$ cat src/rtl/sha3_byte_packer.sv
// Byte-to-word packer feeding the SHA-3 padder: bytes are packed big-endian
// into 32-bit words, ending with a flagged final word (empty when length % 4 == 0).
module sha3_byte_packer (
   input  logic        clk,
   input  logic        reset,
   input  logic [7:0]  byte_in,
   input  logic        byte_valid,
   input  logic        byte_last,
   output logic        byte_ready,
   output logic [31:0] out_word,
   output logic        out_valid,
   output logic        out_last,
   output logic [1:0]  out_byte_num,
   input  logic        buffer_full
);

   localparam logic [1:0] COLLECT = 2'd0;
   localparam logic [1:0] FLUSH   = 2'd1;
   localparam logic [1:0] DONE    = 2'd2;

   logic [1:0]  state_reg;
   logic [31:0] acc_reg;
   logic [2:0]  cnt_reg;
   logic [31:0] ow_reg;
   logic        ov_reg;
   logic        ol_reg;
   logic [1:0]  obn_reg;

   logic        bfire;
   logic        wfire;
   logic [31:0] flush_word;

   // A fourth byte can only be taken once the output register is free.
   assign byte_ready = (state_reg == COLLECT) && ((cnt_reg != 3'd3) || !ov_reg);
   assign bfire      = byte_valid & byte_ready;
   assign wfire      = ov_reg & ~buffer_full;

   // Held bytes left-justified; cnt==0 yields the empty final word.
   always_comb begin
      case (cnt_reg)
         3'd1:    flush_word = {acc_reg[7:0], 24'h000000};
         3'd2:    flush_word = {acc_reg[15:0], 16'h0000};
         3'd3:    flush_word = {acc_reg[23:0], 8'h00};
         default: flush_word = 32'h00000000;
      endcase
   end

   always_ff @(posedge clk) begin
      if (reset) begin
         state_reg <= COLLECT;
         acc_reg   <= 32'h0;
         cnt_reg   <= 3'd0;
         ow_reg    <= 32'h0;
         ov_reg    <= 1'b0;
         ol_reg    <= 1'b0;
         obn_reg   <= 2'd0;
      end else begin
         // Loads below only happen when ov_reg is already 0, so they never collide with this clear.
         if (wfire)
            ov_reg <= 1'b0;

         case (state_reg)
            COLLECT: begin
               if (bfire) begin
                  if (byte_last) begin
                     acc_reg   <= {acc_reg[23:0], byte_in};
                     cnt_reg   <= cnt_reg + 3'd1;
                     state_reg <= FLUSH;
                  end else if (cnt_reg == 3'd3) begin
                     ow_reg  <= {acc_reg[23:0], byte_in};
                     ov_reg  <= 1'b1;
                     ol_reg  <= 1'b0;
                     obn_reg <= 2'd0;
                     cnt_reg <= 3'd0;
                  end else begin
                     acc_reg <= {acc_reg[23:0], byte_in};
                     cnt_reg <= cnt_reg + 3'd1;
                  end
               end
            end
            FLUSH: begin
               if (!ov_reg) begin
                  if (cnt_reg == 3'd4) begin
                     ow_reg  <= acc_reg;
                     ov_reg  <= 1'b1;
                     ol_reg  <= 1'b0;
                     obn_reg <= 2'd0;
                     cnt_reg <= 3'd0;
                  end else begin
                     ow_reg    <= flush_word;
                     obn_reg   <= cnt_reg[1:0];
                     ol_reg    <= 1'b1;
                     ov_reg    <= 1'b1;
                     state_reg <= DONE;
                  end
               end
            end
            DONE: begin
            end
            default: state_reg <= COLLECT;
         endcase
      end
   end

   assign out_valid    = ov_reg;
   assign out_word     = ov_reg ? ow_reg : 32'h0;
   assign out_byte_num = (ov_reg & ol_reg) ? obn_reg : 2'd0;
   // Gated by buffer_full: the padder latches is_last even while it refuses the word.
   assign out_last     = ov_reg & ol_reg & ~buffer_full;

endmodule

$ cat config.mk
export PLATFORM = sky130hd
export DESIGN_NAME = sha3_byte_packer
export DESIGN_NICKNAME = d
export VERILOG_FILES = /design/src/rtl/sha3_byte_packer.sv
export SDC_FILE = /design/constraint.sdc
export NUM_CORES = 1
export LEC_CHECK = 0
export ABC_AREA = 1
export BUFFER_PORTS_ARGS = -buffer_cell sky130_fd_sc_hd__buf_4
export CAP_MARGIN = 10
export CORE_MARGIN = 2
export CORE_UTILIZATION = 55
export CTS_BUF_LIST = sky130_fd_sc_hd__clkbuf_4 sky130_fd_sc_hd__clkbuf_8 sky130_fd_sc_hd__clkbuf_16
export CTS_CLUSTER_SIZE = 10
export DETAILED_ROUTE_END_ITERATION = 10
export GPL_TIMING_DRIVEN = 0
export MAX_ROUTING_LAYER = met4
export PLACE_DENSITY = 0.76
export SLEW_MARGIN = 20
export SYNTH_ARGS = -nofsm -noshare
export SYNTH_HDL_FRONTEND = slang
export SYNTH_SLANG_ARGS = --single-unit
$ cat constraint.sdc
create_clock -name clk -period 5.4 [get_ports clk]
set_clock_uncertainty 0.2 [all_clocks]
set_input_delay 0.54 -clock clk [delete_from_list [all_inputs] [get_ports clk]]
set_output_delay 0.54 -clock clk [all_outputs]
set_load 0.05 [all_outputs]
==> results.sh <==
export IMPL_p_per_area_nw_per_um2=468
export IMPL_leakage_nw=2.38
export IMPL_io_pins=50
export IMPL_path_class="reg2out"
export IMPL_antenna_found_initial=0
export IMPL_dieArea_um2=7730
export IMPL_vias_per_cell=5.28
export IMPL_core_area_um2=6790
export IMPL_drc=0
export IMPL_use_met3_pct=5.75
export IMPL_cts_setup_buffers=0
export IMPL_slew_viol_final=0
export IMPL_path_max_fanout=10
export IMPL_fin_ws_ps=2930
export IMPL_clock_fmax_ghz=0.406
export IMPL_die_h_um=87.9
export IMPL_power_frac_clock_pct=21.5
export IMPL_totalWireLength_mm=11.5
export IMPL_yosysMostFrequentCell="nand2_1"
export IMPL_dp_hpwl_mm=8.49
export IMPL_max_vdd_ir_drop_uv=272
export IMPL_maxCapViolations=0
export IMPL_p_int_mw=1.19
export IMPL_critPathRequiredTime_ps=4660
export IMPL_ctsHoldBuffers=0
export IMPL_die_width_um=87.9
export IMPL_numCtsBuffers=9
export IMPL_synth_area_leaders="dfxtp_1 38%, nand2_1 16%, inv_1 9.5%, nor2_1 9.2%, o21ai_0 6.3%"
export IMPL_yosys_warnings=0
export IMPL_grt_use_met2_pct=51.0
export IMPL_hold_path_class="in2reg"
export IMPL_sw_frac_of_total_pct=44.3
export IMPL_num_rows=30
export IMPL_p_switching_mw=0.947
export IMPL_grt_usage_pct=32.4
export IMPL_grt_busiest_layer="met2"
export IMPL_p_total_mw=2.14
export IMPL_critPathLaunchType="register"
export IMPL_synth_cell_types=26
export IMPL_ys_async_sr_fraction_pct=0
export IMPL_grt_pass1_vias=3789
export IMPL_syn_cell_area_um2=3870
export IMPL_clk_path_buf_depth=2
export IMPL_dpl_cell_area_um2=4350
export IMPL_pre_cts_slack_ps=3010
export IMPL_grt_ovfl_total=0
export IMPL_yosys_top_cells_count="169 x nand2_1, 98 x inv_1, 95 x nor2_1, 73 x dfxtp_1, 49 x o21ai_0"
export IMPL_synth_net_count=649
export IMPL_area_growth_pct=17.8
export IMPL_timing_final_crit_share_pct=45.7
export IMPL_antenna_cells=0
export IMPL_tightest_slew_ps=732
export IMPL_end_kind="output pin"
export IMPL_synth_flop_cell="dfxtp_1"
export IMPL_synth_edff_count=0
export IMPL_dr_pass1_iters=8
export IMPL_slew_headroom_pct=51.0
export IMPL_yosysSeqAreaShare_pct=37.7
export IMPL_grt_max_degree=13
export IMPL_synth_area_per_cell_um2=6.13
export IMPL_clk_pin_slew_ps=80
export IMPL_grt_pass1_wl_mm=18.3
export IMPL_cts_max_level=3
export IMPL_rsz0062_at_grt="no"
export IMPL_grt_util_met1_pct=40.2
export IMPL_combPwrFrac_pct=41.8
export IMPL_insertion_delay_ps=360
export IMPL_synth_top_cell_area_share_pct=37.7
export IMPL_antenna_left=0
export IMPL_yosysTopAreaCell="dfxtp_1"
export IMPL_via_count=4182
export IMPL_status="completed"
export IMPL_fin_area_um2=4560
export IMPL_drt_iter0_markers=336
export IMPL_finalHoldViolCount=0
export IMPL_port_buffers=48
export IMPL_setup_viol=0
export IMPL_netlist_instances=632
export IMPL_initial_utilization_pct=57.0
export IMPL_seq_power_share_pct=36.7
export IMPL_cts_resized=0
export IMPL_ys_seq_elements=73
export IMPL_worstPathArrival_ps=1730
export IMPL_cts_tree="done"
export IMPL_cts_sinks=73
export IMPL_routedWlPerCell_um=14.6
export IMPL_drive_gt1_share_pct=12.9
export IMPL_period_minus_slack_ps=2470
export IMPL_setup_tns_ps=0
export IMPL_final_nets=708
export IMPL_place_gp_congestion=0.985
export IMPL_clock_root_buffer="clkbuf_8"
worst max-delay path, stage by stage (launching register included):
cell	delay [ps]
dfxtp_1	330
buf_2	250
buf_1	410
nand2_1	110
inv_1	80
buf_4	190
final cells by class:
type	count	area, um2
plain buffers	32	144
clock buffers	12	159
clock inverters	4	51.3
fillers	631	2230
inverters	100	378
multi-input cells	427	1890
flip-flops and latches	73	1460
well taps	96	120
repair buffers	48	360
per-stage QoR:
| step | hold slack [ps] | instances | utilization [%] |
|---|---|---|---|
| final | 236 | 792 | 67.2 |
| after global routing | 250 | 792 | 67.2 |
| after CTS | 234 | 792 | 67.2 |
| after detailed placement | 270 | 776 | 64.1 |
| after global placement | 252 | 776 | 64.1 |
| after floorplan | 240 | 632 | - |
placed cells by master, fill, tap and decap left out:
| cell type | n |
|---|---|
| nand2_2 | 2 |
| o21ai_0 | 49 |
| nand3_2 | 1 |
| a31oi_1 | 1 |
| bufinv_16 | 1 |
| clkbuf_4 | 1 |
| nand2_1 | 169 |
| inv_4 | 1 |
| clkinv_4 | 1 |
| nand4_1 | 2 |
| clkbuf_8 | 11 |
| nor3_1 | 8 |
| nand3_1 | 43 |
| nor3_2 | 1 |
| inv_2 | 1 |
| clkinv_2 | 1 |
| nor2_1 | 95 |
| buf_1 | 4 |
| clkinvlp_4 | 1 |
| nor2_4 | 1 |
| buf_2 | 16 |
| or2_1 | 1 |
| buf_4 | 49 |
| nor2_2 | 1 |
| a21oi_1 | 31 |
| inv_1 | 98 |
| o22ai_1 | 16 |
| clkbuf_1 | 11 |
| nand3b_1 | 1 |
| dfxtp_1 | 73 |
| ha_1 | 4 |
| nand2_4 | 1 |
metal layers:
layer  vias up  share of wire (%)
li1       2075                  -
met1      1891                 43
met2       175                 47
met3        41                7.2
met4         0                3.3
met5         -                  0
path summary, 6_finish.rpt:
kind / endpoint / cells after the start / start / slack [ps]
setup reg to reg: ow_reg[3]$_SDFFE_PP0P_ / 10 / cnt_reg[1]$_SDFFE_PP0P_ / 3000
hold / removal: acc_reg[6]$_SDFFE_PP0P_ / 3 / byte_in[6] / 240
setup / recovery: out_word[7] / 5 / out_valid$_SDFF_PP0_ / 2930
hold reg to reg: obn_reg[0]$_SDFFE_PP0P_ / 2 / obn_reg[0]$_SDFFE_PP0P_ / 280
power groups by stage:
| stage | logic, mW | clock network (mW) | registers (mW) |
|---|---|---|---|
| 2_1_floorplan | 0.644 | 0 | 0.768 |
| 3_3_place_gp | 0.863 | 0 | 0.789 |
| 3_5_place_dp | 0.877 | 0 | 0.794 |
| 4_1_cts | 0.881 | 0.464 | 0.782 |
| 5_1_grt | 1.00 | 0.485 | 0.800 |
| 6_report | 0.893 | 0.461 | 0.784 |
cell families after synthesis:
logic type      count (synthesis)  share of synthesized area, %
flops                          73                          37.7
fa+ha+maj                       4                          1.29
simple gates                  326                          34.4
buf+inv                       132                          13.5
compound gates                 97                          13.1
(Power assumes the default switching activity.)
